### src/rtl/seq_divider_pkg.sv
// Shared definitions for the sequential restoring divider.
//   state_t  : FSM encoding (IDLE/RUN/DONE)
//   DZ_QUOT  : divide-by-zero quotient (all ones), sliced to WIDTH by users;
//              wide enough for any WIDTH up to 64.
package seq_divider_pkg;

  typedef enum logic [1:0] {
    IDLE = 2'b00,
    RUN  = 2'b01,
    DONE = 2'b10
  } state_t;

  localparam logic [63:0] DZ_QUOT = '1;

endpackage

### src/rtl/fa.sv
// One-bit full adder cell.
//   a, b, ci : addend bits and carry in
//   s, co    : sum and carry out
module fa (
  input  logic a,
  input  logic b,
  input  logic ci,
  output logic s,
  output logic co
);
  assign s  = a ^ b ^ ci;
  assign co = (a & b) | (ci & (a ^ b));
endmodule

### src/rtl/seq_divider_div_step.sv
// One restoring-division step: WIDTH+1-bit ripple subtract a - {0,b}.
//   a    : shifted partial remainder (WIDTH+1 bits)
//   b    : divisor (WIDTH bits)
//   diff : low WIDTH bits of the trial difference
//   fits : 1 when the trial MSB is 0, i.e. the divisor fits and the
//          difference becomes the new remainder
module div_step #(
  parameter int WIDTH = 8
) (
  input  logic [WIDTH:0]   a,
  input  logic [WIDTH-1:0] b,
  output logic [WIDTH-1:0] diff,
  output logic             fits
);
  logic [WIDTH:0] bn;
  logic [WIDTH:0] c;
  logic [WIDTH:0] trial;

  // a - b == a + ~b + 1
  assign bn   = ~{1'b0, b};
  assign c[0] = 1'b1;

  for (genvar i = 0; i < WIDTH; i++) begin : g_fa
    fa u_fa (.a(a[i]), .b(bn[i]), .ci(c[i]), .s(trial[i]), .co(c[i+1]));
  end

  // Top bit only needs the sum; its carry out carries no information here.
  assign trial[WIDTH] = a[WIDTH] ^ bn[WIDTH] ^ c[WIDTH];

  assign diff = trial[WIDTH-1:0];
  assign fits = ~trial[WIDTH];
endmodule

### src/rtl/seq_divider.sv
// Sequential unsigned restoring divider, one quotient bit per clock.
//   clk, rst : clock, synchronous active-high reset
//   start    : request, accepted in IDLE or DONE
//   A, B     : dividend / divisor, captured on accepted start
//   busy     : high while iterating
//   done     : one-cycle pulse, Q/R/dz valid
//   Q, R, dz : quotient, remainder, divide-by-zero flag; held until the
//              next completion
module seq_divider
  import seq_divider_pkg::*;
#(
  parameter int WIDTH = 8
) (
  input  logic             clk,
  input  logic             rst,
  input  logic             start,
  input  logic [WIDTH-1:0] A,
  input  logic [WIDTH-1:0] B,
  output logic             busy,
  output logic             done,
  output logic [WIDTH-1:0] Q,
  output logic [WIDTH-1:0] R,
  output logic             dz
);
  localparam int CW = $clog2(WIDTH) + 1;

  state_t           state;
  logic [WIDTH-1:0] dq;   // dividend shifts out the top, quotient shifts in
  logic [WIDTH-1:0] dvs;
  // After a restoring step the remainder is always < divisor, so its
  // WIDTH+1-th bit is zero and is not stored; the full WIDTH+1-bit
  // partial remainder is the shifted value below.
  logic [WIDTH-1:0] rem;
  logic [CW-1:0]    count;

  logic [WIDTH:0]   shifted;
  logic [WIDTH-1:0] diff;
  logic             fits;
  logic [WIDTH-1:0] rem_nxt;
  logic [WIDTH-1:0] dq_nxt;

  assign shifted = {rem, dq[WIDTH-1]};

  div_step #(.WIDTH(WIDTH)) u_step (
    .a    (shifted),
    .b    (dvs),
    .diff (diff),
    .fits (fits)
  );

  assign rem_nxt = fits ? diff : shifted[WIDTH-1:0];
  assign dq_nxt  = {dq[WIDTH-2:0], fits};

  always_ff @(posedge clk) begin
    if (rst) begin
      state <= IDLE;
      busy  <= 1'b0;
      done  <= 1'b0;
      Q     <= '0;
      R     <= '0;
      dz    <= 1'b0;
      count <= '0;
      dq    <= '0;
      dvs   <= '0;
      rem   <= '0;
    end else begin
      case (state)
        IDLE, DONE: begin
          done <= 1'b0;
          busy <= 1'b0;
          if (start) begin
            if (B == '0) begin
              state <= DONE;
              done  <= 1'b1;
              Q     <= DZ_QUOT[WIDTH-1:0];
              R     <= A;
              dz    <= 1'b1;
            end else begin
              state <= RUN;
              busy  <= 1'b1;
              dq    <= A;
              dvs   <= B;
              rem   <= '0;
              count <= CW'(WIDTH);
            end
          end else begin
            state <= IDLE;
          end
        end
        RUN: begin
          dq    <= dq_nxt;
          rem   <= rem_nxt;
          count <= count - CW'(1);
          if (count == CW'(1)) begin
            state <= DONE;
            busy  <= 1'b0;
            done  <= 1'b1;
            Q     <= dq_nxt;
            R     <= rem_nxt;
            dz    <= 1'b0;
          end
        end
        default: begin
          state <= IDLE;
          busy  <= 1'b0;
          done  <= 1'b0;
        end
      endcase
    end
  end
endmodule
### config.mk
export PLATFORM = sky130hd
export DESIGN_NAME = seq_divider
export DESIGN_NICKNAME = d
export VERILOG_FILES = /design/src/rtl/seq_divider_pkg.sv /design/src/rtl/fa.sv /design/src/rtl/seq_divider_div_step.sv /design/src/rtl/seq_divider.sv
export SDC_FILE = /design/constraint.sdc
export NUM_CORES = 1
export LEC_CHECK = 0
export BUFFER_PORTS_ARGS = -buffer_cell sky130_fd_sc_hd__buf_2
export CAP_MARGIN = 20
export CORE_MARGIN = 5
export CORE_UTILIZATION = 55
export CTS_BUF_LIST = sky130_fd_sc_hd__clkbuf_8
export DETAILED_ROUTE_END_ITERATION = 10
export GPL_TIMING_DRIVEN = 1
export PLACE_DENSITY = 0.77
export SETUP_SLACK_MARGIN = 0.2
export SLEW_MARGIN = 20
export SYNTH_ARGS = -nofsm -noshare
export SYNTH_HDL_FRONTEND = slang
export SYNTH_HIERARCHICAL = 1
export SYNTH_SLANG_ARGS = --single-unit
### constraint.sdc
create_clock -name clk -period 5.55 [get_ports clk]
set_input_delay 1.11 -clock clk [delete_from_list [all_inputs] [get_ports clk]]
set_output_delay 1.11 -clock clk [all_outputs]
set_load 0.02 [all_outputs]
==> Implementation_results.wiki, run 1 <==
{| class="wikitable"
! Metric !! Value
|-
| Initial antenna violation count || 0
|-
| Fin crit share || ~85%
|-
| Commonest cells after routing, fill and taps aside || sky130_fd_sc_hd__dfxtp_1, sky130_fd_sc_hd__buf_2, sky130_fd_sc_hd__a21oi_1, sky130_fd_sc_hd__nand2_1, sky130_fd_sc_hd__nor3_1
|-
| Hold Buf Count CTS || 0
|-
| Net count after synthesis || approximately 260
|-
| Starting utilization of the core area || a little under three fifths
|-
| Peak supply drop || between 0.2 and 0.25 mV
|-
| Met1 layer wirelength in the final routing || about 2200 µm
|-
| Relative area change from synthesis to final layout || 11.9%
|-
| Buffers from clock root to sink, at most || 2
|-
| Arithmetic-cell share of the synthesized area counting full adders, half adders and majority gates || a little over 8%
|-
| Number of buffer cells added on primary ports || 37
|-
| Shortest clock period the worst path allows after layout || approximately 4700 ps
|-
| All-Layer GR Usage || between 20% and 30%
|-
| Clock root buffer || sky130_fd_sc_hd__clkbuf_8
|-
| Clock network latency to the later pin of the worst-skew pair || about 300 ps
|-
| WL met3 || 503 µm
|-
| Reg2reg start || dvs[0]
|-
| Prevailing post-synth register cell || sky130_fd_sc_hd__dfxtp_1
|-
| DIE AREA || 5480 µm²
|-
| Routed wire length || roughly 5300 µm
|-
| Startpoint of the lowest-slack hold path || dvs[2]
|-
| Maximum clock frequency || around 210 MHz
|-
| Number of remaining DRC errors || 0
|-
| Worst slack, placed || about 850 ps
|-
| Post-cts repair resize count || 0
|-
| Worst EP arrival || ~4900 ps
|-
| Worst-case register-to-register setup slack || 820 ps
|-
| Path type of the worst min-delay path || reg -> reg
|-
| Number of violations reported at the end of detailed-routing iteration 0 || 210
|-
| Total negative slack || 0 ps
|-
| Number of clock sinks seen by CTS || 48
|-
| Via/cell ratio || approximately 6
|-
| Required arrival time at the worst endpoint || around 5700 ps
|-
| Maximum number of pins on one net before global-route repair || 31
|-
| Number of flip-flops and latches in the synthesized netlist || between 40 and 50
|-
| Antenna diode count || 0
|-
| Unique masters post-synth || 38
|-
| Routed WL per cell || 17.0 µm
|-
| Antenna Nets Post-Route || 0
|-
| Leak Pwr || 1.02 nW
|-
| Top routing layer in use || met4
|-
| Max Clock Skew || approximately 7.0 ps
|-
| Fraction of final layout cells with drive strength greater than 1 || between 20% and 30%
|-
| Post-synthesis share of cell area spent on xor and xnor gates || less than 1%
|-
| Synthesized cell area || roughly 2300 µm²
|-
| HPWL reported at the end of detailed placement || around 3700 µm
|-
| Top fanout value on the critical path || 10
|-
| Number of H-tree levels || 2
|-
| Post-CTS Setup Repair Bufs || 0
|-
| Total global routing overflow || 0
|-
| Reg clk slew, reported paths || 80 ps
|-
| Final estimated routing congestion in global placement || between 0.8 and 0.9
|-
| Dominant combinational cell family by area after synthesis || compound AO/OA/AOI/OAI gates
|-
| Synth top area cells || sky130_fd_sc_hd__dfxtp_1, sky130_fd_sc_hd__fa_1, sky130_fd_sc_hd__a21oi_1
|-
| Length of routed met2 wiring || about 2500 µm
|-
| Instance count along the most critical hold path || 2
|-
| Final Hold Vio Count || 0
|-
| Seq/Total Area, Yosys || 42.6%
|-
| Number of global-route vias before repair || 1,856
|-
| Multiplexer share of the synthesized area || around 4.0%
|-
| Area of the core || around 4000 µm²
|-
| Slew @ Worst Pin || ~1000 ps
|-
| # Max-Cap Violations || 0
|-
| Share of the synthesized area in the top cell type || 42.6%
|-
| Net total in the final layout || 292
|-
| Worst Reg2Reg Path Length in Cells || 14
|-
| Minimum setup slack in the final design || ~820 ps
|-
| Type of the worst setup path || reg -> reg
|-
| Placement row count || 23
|-
| R2r endpoint || R[4]
|-
| Filler instances || approximately 330
|-
| Unrepaired setup endpoints after global routing || no
|-
| Leading cell type in the layout, fill and taps excluded || sky130_fd_sc_hd__dfxtp_1
|-
| Final setup violation count || 0
|-
| Warnings from Yosys || 6
|-
| Global-route wire length before repair || between 9000 and 10,000 µm
|-
| Vert. Die Dim || around 74 µm
|-
| Worst Hold Path EP || dvs[2]
|-
| Worst rel slew slack || between 30 and 40%
|-
| Post-synthesis instance total || roughly 230
|-
| Async SR Flop Fraction || 0%
|-
| Synthesized-area fraction occupied by and/or/nand/nor cells || a little under a fifth
|-
| Cell taking the most area after synthesis || sky130_fd_sc_hd__dfxtp_1
|-
| Number of enable-type register cells in the synthesized netlist || 0
|-
| Crit path launch type || flip-flop
|-
| Post-synthesis compound-gate area fraction || 20.2%
|-
| First-pass detailed-route iteration total || 4
|-
| Mean area per synthesized cell || between 9 and 10 µm²
|-
| Number of buffers added by the clock tree synthesis step || 5
|-
| Max Slew Vio Count || 0
|-
| Width of the chip || approximately 74 µm
|-
| TritonCTS clock tree || built
|-
| Top-Level Pins || 38
|-
| Via count of the routed design || about 1,800
|-
| Result of the run || finished clean
|-
| Power density of the placed cells || about 310 nW/µm²
|-
| Kind of end point of the critical path || flip-flop
|}
[sequential cells by signal (all words and copies together) (netlist names)]
register / flops
dq: 8
dz: 1
busy: 1
count: 4
Q: 8
R: 8
state: 2
dvs: 8
rem: 8
[cell usage after synthesis (all sizes together) (2+ instances only)]
| cell | count |
|---|---|
| clkbuf | 9 |
| nor2b | 2 |
| nor3 | 19 |
| fa | 8 |
| ha | 2 |
| mux2 | 8 |
| o221ai | 8 |
| nor4 | 2 |
| dfxtp | 48 |
| buf | 8 |
| inv | 11 |
| a32o | 8 |
| o221a | 8 |
| o21ai | 9 |
| nand3 | 10 |
| nor2 | 12 |
| nand2b | 9 |
| a21oi | 23 |
| nand2 | 19 |
[routing by layer]
layer	vias to the layer above	GRT usage, %
met4	0	8.45
li1	891	-
met3	10	6.22
met1	863	29.6
met5	-	0
met2	83	32.9
[report_power, final]
| group | switching, mW | leakage, nW | internal (mW) |
|---|---|---|---|
| sequential | 0.0193 | 0.392 | 0.369 |
| clock | 0.114 | 0.0486 | 0.0995 |
| combinational | 0.106 | 0.577 | 0.0861 |
| total | 0.239 | 1.02 | 0.554 |
[worst max-delay path, stage by stage, from the launching register on]
cell and delay, ps:
sky130_fd_sc_hd__dfxtp_1 340, sky130_fd_sc_hd__inv_1 60, sky130_fd_sc_hd__fa_1 410, sky130_fd_sc_hd__fa_1 390, sky130_fd_sc_hd__fa_1 390, sky130_fd_sc_hd__fa_1 390
sky130_fd_sc_hd__fa_1 400, sky130_fd_sc_hd__fa_1 400, sky130_fd_sc_hd__fa_1 390, sky130_fd_sc_hd__fa_1 390, sky130_fd_sc_hd__xor2_1 160, sky130_fd_sc_hd__buf_4 200
sky130_fd_sc_hd__mux2_2 370, sky130_fd_sc_hd__o221ai_1 200, sky130_fd_sc_hd__a21oi_1 110
[final cells by class]
| class | count | area, µm² | area share [%] |
|---|---|---|---|
| clock buffers | 6 | 82.6 | 3.27 |
| well taps | 50 | 62.6 | 2.48 |
| multi-input cells | 158 | 1170 | 46.2 |
| inverters | 11 | 41.3 | 1.64 |
| clock inverters | 2 | 11.3 | 0.446 |
| flip-flops and latches | 48 | 961 | 38.1 |
| repair buffers | 39 | 200 | 7.93 |
[how the worst max path moves through the flow]
stage | slack, ps | startpoint | endpoint
3_3_place_gp | 960 | dvs[0] | R[4]
4_1_cts | 840 | dvs[0] | R[3]
5_1_grt | 670 | dvs[0] | R[4]
2_1_floorplan | 930 | dvs[0] | R[5]
3_5_place_dp | 850 | dvs[0] | R[4]
6_report | 820 | dvs[0] | R[4]
[kinds of logic after synthesis]
kind of cell | count (synthesis)
flops | 48
xor+xnor | 1
mux | 8
other cells | 1
buf+inv | 28
fa+ha+maj | 10
simple gates | 76
compound gates | 62
[stage by stage]
stage                     cell area [µm²]  hold slack, ps  cells  utilization [%]  power, mW
after floorplan                      2260             436    234                -      0.533
after global placement               2430             447    306             60.8      0.580
after detailed placement             2430             447    306             60.8      0.584
after CTS                            2520             459    314             63.1      0.798
after global routing                 2520             473    314             63.1      0.835
final                                2520             458    314             63.1      0.793
(Power assumes the default switching activity.)
==> inputs of run 2 (changes only) <==
--- a/config.mk
+++ b/config.mk
@@ -8,11 +8,11 @@
 export BUFFER_PORTS_ARGS = -buffer_cell sky130_fd_sc_hd__buf_2
 export CAP_MARGIN = 20
 export CORE_MARGIN = 5
-export CORE_UTILIZATION = 55
+export CORE_UTILIZATION = 35
 export CTS_BUF_LIST = sky130_fd_sc_hd__clkbuf_8
 export DETAILED_ROUTE_END_ITERATION = 10
 export GPL_TIMING_DRIVEN = 1
-export PLACE_DENSITY = 0.77
+export PLACE_DENSITY = 0.53
 export SETUP_SLACK_MARGIN = 0.2
 export SLEW_MARGIN = 20
 export SYNTH_ARGS = -nofsm -noshare
==> run 2 against run 1 <==
Net effect: routed wire length up 7.7%; largest cell class unchanged; non-clock buffer count unchanged; critical path depth unchanged; critical path type unchanged; core utilization down 22 points.
==> Implementation_results.wiki, run 2 (synthesis gave the netlist of run 1 again) <==
{| class="wikitable"
! Metric !! Value
|-
| Initial antenna violation count || 0
|-
| Max Clock Skew || between 10 and 15 ps
|-
| Number of violations reported at the end of detailed-routing iteration 0 || 107
|-
| Top delay family on crit path || adder cells
|-
| Post-cts repair resize count || 0
|-
| First-pass detailed-route iteration total || 4
|-
| WL met3 || 206 µm
|-
| Filler instances || around 660
|-
| Critical path depth in cells || 14
|-
| Placement row count || 29
|-
| Result of the run || finished clean
|-
| HPWL reported at the end of detailed placement || 4020 µm
|-
| Chain of cells forming the critical path || inv_1, fa_1, fa_1, fa_1, fa_1, fa_1, fa_1, fa_1, fa_1, xor2_1, buf_4, mux2_2, o221ai_1, a21oi_1
|-
| Shortest clock period the worst path allows after layout || approximately 4700 ps
|-
| Reg clk slew, reported paths || 90 ps
|-
| TritonCTS clock tree || built
|-
| Global-route wire length before repair || between 9000 and 10,000 µm
|-
| Routed wire length || around 5700 µm
|-
| Required arrival time at the worst endpoint || approximately 5700 ps
|-
| Worst rel slew slack || 44.3%
|-
| Top-Level Pins || 38
|-
| Hold Buf Count CTS || 0
|-
| Fraction of final layout cells with drive strength greater than 1 || 28.0%
|-
| Peak supply drop || 0.126 mV
|-
| Total negative slack || 0 ps
|-
| Number of buffer cells added on primary ports || 37
|-
| Share of power burned in registers || a little under half
|-
| Worst Reg2Reg Path Length in Cells || 14
|-
| Clock network latency to the later pin of the worst-skew pair || 300 ps
|-
| Area of combinational cells with multiple inputs || between 1000 and 1500 µm²
|-
| Width of the chip || around 90 µm
|-
| Unrepaired setup endpoints after global routing || no
|-
| Path type of the worst min-delay path || reg -> reg
|-
| Number of remaining DRC errors || 0
|-
| Length of routed met2 wiring || ~2800 µm
|-
| Maximum clock frequency || 213 MHz
|-
| Starting utilization of the core area || 35.8%
|-
| Area of the core || roughly 6300 µm²
|-
| Via count of the routed design || around 1,800
|-
| Via/cell ratio || approximately 5.4
|-
| DIE AREA || ~8200 µm²
|-
| Post-CTS Setup Repair Bufs || 0
|-
| Antenna diode count || 0
|-
| Placed instance count || about 330
|-
| Net total in the final layout || ~290
|-
| Leading cell type in the layout, fill and taps excluded || sky130_fd_sc_hd__dfxtp_1
|-
| Final setup violation count || 0
|-
| Peak per-stage delay on the critical path || ~400 ps
|-
| Commonest cells after routing, fill and taps aside || sky130_fd_sc_hd__dfxtp_1, sky130_fd_sc_hd__buf_2, sky130_fd_sc_hd__a21oi_1, sky130_fd_sc_hd__nand2_1, sky130_fd_sc_hd__nor3_1
|-
| Final estimated routing congestion in global placement || approximately 0.74
|-
| P_int || about 0.6 mW
|-
| Utilization after layout || around two fifths
|-
| Critical-path cell with the highest stage delay || sky130_fd_sc_hd__fa_1
|-
| Number of clock sinks seen by CTS || between 40 and 50
|-
| Met1 layer wirelength in the final routing || 2700 µm
|-
| Leak Pwr || a little over 1 nW
|-
| Antenna Nets Post-Route || 0
|-
| Worst EP arrival || around 4900 ps
|-
| Kind of end point of the critical path || flip-flop
|-
| Crit path launch type || flip-flop
|-
| Number of buffers added by the clock tree synthesis step || 5
|-
| Non-filler cells in the finished layout || between 300 and 400
|-
| Relative contribution of combinational cells to total power || between 20 and 25%
|-
| Type of the worst setup path || reg -> reg
|-
| Proportion of total power due to net switching || between 20 and 30%
|-
| Top routing layer in use || met4
|-
| Final Hold Vio Count || 0
|-
| Cell occurring most often along the worst timing path || sky130_fd_sc_hd__fa_1
|-
| Proportion of power drawn by the clock network || between 30% and 40%
|-
| Total global routing overflow || 0
|-
| Sw power || around 0.25 mW
|-
| Routed WL per cell || between 15 and 20 µm
|-
| # Max-Cap Violations || 0
|-
| Top fanout value on the critical path || 10
|-
| Vert. Die Dim || ~90 µm
|-
| Slew @ Worst Pin || 836 ps
|-
| Instance count along the most critical hold path || 2
|-
| Buffers from clock root to sink, at most || 2
|-
| Fin crit share || approximately 85%
|-
| Relative area change from synthesis to final layout || 14.7%
|-
| Max Slew Vio Count || 0
|-
| Power density of the placed cells || between 300 and 400 nW/µm²
|-
| Number of H-tree levels || 2
|-
| Buffers & Inverters on Critical Path || 2
|-
| Sequential standard cell area || just under 1000 µm²
|-
| Number of global-route vias before repair || around 1,800
|-
| Clock root buffer || sky130_fd_sc_hd__clkbuf_8
|-
| Maximum number of pins on one net before global-route repair || 31
|-
| All-Layer GR Usage || ~14%
|}
## run 2: power by group through the flow
| stage | Clock, mW | Combinational, mW | Sequential (mW) |
|---|---|---|---|
| floorplan | 0 | 0.138 | 0.396 |
| global placement | 0 | 0.190 | 0.396 |
| detailed placement | 0 | 0.191 | 0.396 |
| CTS | 0.276 | 0.193 | 0.388 |
| global route | 0.289 | 0.213 | 0.392 |
| finish | 0.269 | 0.193 | 0.388 |
## run 2: stage by stage
step           power, mW  hold WS, ps  worst slack [ps]  area [µm²]
2_1_floorplan      0.533          436               931        2260
3_3_place_gp       0.586          446               923        2460
3_5_place_dp       0.587          449               862        2460
4_1_cts            0.857          463               855        2590
5_1_grt            0.894          483               693        2590
6_report           0.849          460               859        2590
## run 2: worst paths after layout
path         startpoint     end  slack, ps
max              dvs[0]    R[4]        860
min reg2reg      dvs[5]  dvs[5]        460
min              dvs[5]  dvs[5]        460
max reg2reg      dvs[0]    R[4]        860
## run 2: worst reg2reg max path, stage by stage, from the launching register on
cell,delay [ps]
sky130_fd_sc_hd__dfxtp_1,330
sky130_fd_sc_hd__inv_1,50
sky130_fd_sc_hd__fa_1,400
sky130_fd_sc_hd__fa_1,390
sky130_fd_sc_hd__fa_1,380
sky130_fd_sc_hd__fa_1,390
sky130_fd_sc_hd__fa_1,400
sky130_fd_sc_hd__fa_1,390
sky130_fd_sc_hd__fa_1,390
sky130_fd_sc_hd__fa_1,390
sky130_fd_sc_hd__xor2_1,160
sky130_fd_sc_hd__buf_4,210
sky130_fd_sc_hd__mux2_2,380
sky130_fd_sc_hd__o221ai_1,210
sky130_fd_sc_hd__a21oi_1,100
## run 2: layout make-up
class	instances	share of cell area, %
flip-flops and latches	48	37.1
clock inverters	2	1.50
multi-input cells	158	45.1
inverters	11	1.59
repair buffers	39	7.73
well taps	77	3.72
clock buffers	6	3.19
## run 2: layer usage
layer  up-vias  GRT usage [%]
li1        899              -
met1       890           18.6
met2        31           23.2
met3         6           3.67
met4         0           4.09
met5         -              0
==> inputs of run 3 (changes only) <==
==> constraint.sdc (replaced) <==
create_clock -name clk -period 4.8 [get_ports clk]
set_input_delay 0.96 -clock clk [delete_from_list [all_inputs] [get_ports clk]]
set_output_delay 0.96 -clock clk [all_outputs]
set_load 0.02 [all_outputs]
==> run 3 against run 2 <==
Net effect: critical path depth fell by 1; hold slack worse by 5.2 ps; flip-flop and latch count unchanged; setup slack got worse by 510 ps; die area unchanged; global-route usage increased by 0.56 points; maximum frequency up 5.4%; core utilization increased by 1.1 points; register-to-register slack worse by 510 ps; design area increased by 2.7%; critical path type unchanged.
==> Implementation_results.wiki, run 3 (synthesis gave the netlist of run 1 again) <==
{| class="wikitable"
! Metric !! Value
|-
| Number of remaining DRC errors || 0
|-
| Non-filler cells in the finished layout || roughly 340
|-
| Relative contribution of combinational cells to total power || approximately 25%
|-
| Worst rel slew slack || between 40 and 50%
|-
| Width of the chip || 90.3 µm
|-
| Top-Level Pins || 38
|-
| Buffers & Inverters on Critical Path || 1
|-
| HPWL reported at the end of detailed placement || a little under 4000 µm
|-
| Worst EP arrival || 4630 ps
|-
| Placement row count || 29
|-
| Routed WL per cell || approximately 17 µm
|-
| Peak per-stage delay on the critical path || about 440 ps
|-
| Routed wire length || between 5000 and 6000 µm
|-
| Top fanout value on the critical path || 5
|-
| Maximum clock frequency || between 200 and 250 MHz
|-
| Antenna diode count || 0
|-
| Number of clock sinks seen by CTS || 48
|-
| Clock network latency to the later pin of the worst-skew pair || ~310 ps
|-
| Proportion of power drawn by the clock network || between 30% and 40%
|-
| Reg2reg start || dq[7]
|-
| Top delay family on crit path || adder cells
|-
| Fraction of final layout cells with drive strength greater than 1 || approximately 33%
|-
| Chain of cells forming the critical path || fa_1, fa_2, fa_2, fa_1, fa_2, fa_1, fa_1, fa_2, xor2_2, buf_6, mux2_2, o221ai_2, a21oi_2
|-
| Number of buffers added by the clock tree synthesis step || 5
|-
| Type of the worst setup path || reg -> reg
|-
| Antenna Nets Post-Route || 0
|-
| Reg clk slew, reported paths || ~90 ps
|-
| Via/cell ratio || 5.37
|-
| Shortest clock period the worst path allows after layout || roughly 4400 ps
|-
| Final Hold Vio Count || 0
|-
| Instance count along the most critical hold path || 2
|-
| All-Layer GR Usage || 14.8%
|-
| Leak Pwr || ~1.0 nW
|-
| Worst Reg2Reg Path Length in Cells || 13
|-
| Worst Hold Path EP || dvs[0]
|-
| Buffers from clock root to sink, at most || 2
|-
| P_int || ~0.72 mW
|-
| Starting utilization of the core area || about 36%
|-
| Initial antenna violation count || 0
|-
| DIE AREA || about 8000 µm²
|-
| Total global routing overflow || 0
|-
| Startpoint of the lowest-slack hold path || dvs[0]
|-
| Path type of the worst min-delay path || reg -> reg
|-
| Number of buffer cells added on primary ports || 37
|-
| Final setup violation count || 0
|-
| # Max-Cap Violations || 0
|-
| Global-route wire length before repair || 9940 µm
|-
| Number of global-route vias before repair || roughly 1,900
|-
| Maximum number of pins on one net before global-route repair || 31
|-
| Number of H-tree levels || 2
|-
| TritonCTS clock tree || built
|-
| Critical-path cell with the highest stage delay || sky130_fd_sc_hd__fa_1
|-
| Peak supply drop || around 0.18 mV
|-
| Crit path launch type || flip-flop
|-
| Via count of the routed design || between 1,500 and 2,000
|-
| Worst-case register-to-register setup slack || roughly 350 ps
|-
| Share of power burned in registers || 44.2%
|-
| Vert. Die Dim || 90.3 µm
|-
| Placed instance count || 333
|-
| Overall power after layout || approximately 1.0 mW
|-
| Leading cell type in the layout, fill and taps excluded || sky130_fd_sc_hd__dfxtp_1
|-
| Required arrival time at the worst endpoint || roughly 5000 ps
|-
| Slew @ Worst Pin || slightly above 800 ps
|-
| Result of the run || finished clean
|-
| Proportion of total power due to net switching || about 30%
|-
| Relative area change from synthesis to final layout || 17.8%
|-
| Number of violations reported at the end of detailed-routing iteration 0 || around 150
|-
| Fin crit share || between 90 and 100%
|-
| Commonest cells after routing, fill and taps aside || sky130_fd_sc_hd__dfxtp_1, sky130_fd_sc_hd__buf_2, sky130_fd_sc_hd__a21oi_1, sky130_fd_sc_hd__nand2_1, sky130_fd_sc_hd__nor3_1
|-
| Max Clock Skew || roughly 14 ps
|-
| Final estimated routing congestion in global placement || about 0.73
|-
| Total negative slack || 0 ps
|-
| Net total in the final layout || approximately 290
|-
| Sw power || ~0.3 mW
|-
| R2r endpoint || R[2]
|-
| Area of the core || approximately 6300 µm²
|-
| First-pass detailed-route iteration total || 4
|-
| Filler instances || ~660
|-
| Clock root buffer || sky130_fd_sc_hd__clkbuf_8
|-
| Kind of end point of the critical path || flip-flop
|-
| Max Slew Vio Count || 0
|-
| Unrepaired setup endpoints after global routing || no
|-
| Power density of the placed cells || 383 nW/µm²
|}
## run 3: stage by stage
stage | worst slack (ps) | hold WS, ps | util (%) | instance area (µm²)
floorplan | 331 | 436 | - | 2260
global placement | 181 | 447 | 39.0 | 2460
detailed placement | 138 | 447 | 39.0 | 2460
CTS | 197 | 460 | 41.4 | 2620
global route | 214 | 488 | 42.1 | 2660
finish | 350 | 454 | 42.1 | 2660
## run 3: worst reg2reg max path: stages, from the launching register on
cell and delay [ps]:
sky130_fd_sc_hd__dfxtp_1 340, sky130_fd_sc_hd__fa_1 440, sky130_fd_sc_hd__fa_2 350, sky130_fd_sc_hd__fa_2 340
sky130_fd_sc_hd__fa_1 380, sky130_fd_sc_hd__fa_2 350, sky130_fd_sc_hd__fa_1 380, sky130_fd_sc_hd__fa_1 390
sky130_fd_sc_hd__fa_2 360, sky130_fd_sc_hd__xor2_2 220, sky130_fd_sc_hd__buf_6 160, sky130_fd_sc_hd__mux2_2 360
sky130_fd_sc_hd__o221ai_2 190, sky130_fd_sc_hd__a21oi_2 70
## run 3: cell type report
type	instances	area, µm²	share of cell area (%)
clock inverters	2	38.8	1.46
multi-input cells	158	1210	45.7
inverters	11	41.3	1.55
repair buffers	41	223	8.38
flip-flops and latches	48	962	36.2
clock buffers	6	82.6	3.11
well taps	77	96.3	3.62
## run 3: timing repair
item / CTS / global route
hold buffers: 0 / 0
setup endpoints to repair: 8 / 16
buffers inserted: 1 / 0
pin swaps: 1 / 1
cloned: 1 / 0
resized for setup: 4 / 11
## run 3: power groups by stage
stage / sequential [mW] / combinational, mW / clock (mW)
finish: 0.449 / 0.252 / 0.316
detailed placement: 0.458 / 0.221 / 0
global placement: 0.457 / 0.220 / 0
floorplan: 0.457 / 0.160 / 0
CTS: 0.449 / 0.239 / 0.320
global route: 0.454 / 0.280 / 0.336
## run 3: routing by layer
metal	wire length [µm]	global-route usage, %
met1	2710	20.2
met2	2720	23.7
met3	291	3.17
met4	64	4.09
met5	0	0
## run 3: worst max-delay path by stage
| stage | from | endpoint | slack (ps) | cells after the start |
|---|---|---|---|---|
| after floorplan | dvs[0] | R[5] | 330 | 14 |
| after global placement | dvs[0] | R[2] | 180 | 14 |
| after detailed placement | dvs[0] | R[2] | 140 | 14 |
| after CTS | dvs[0] | R[3] | 200 | 14 |
| after global routing | dvs[0] | R[2] | 210 | 14 |
| final | dq[7] | R[2] | 350 | 13 |
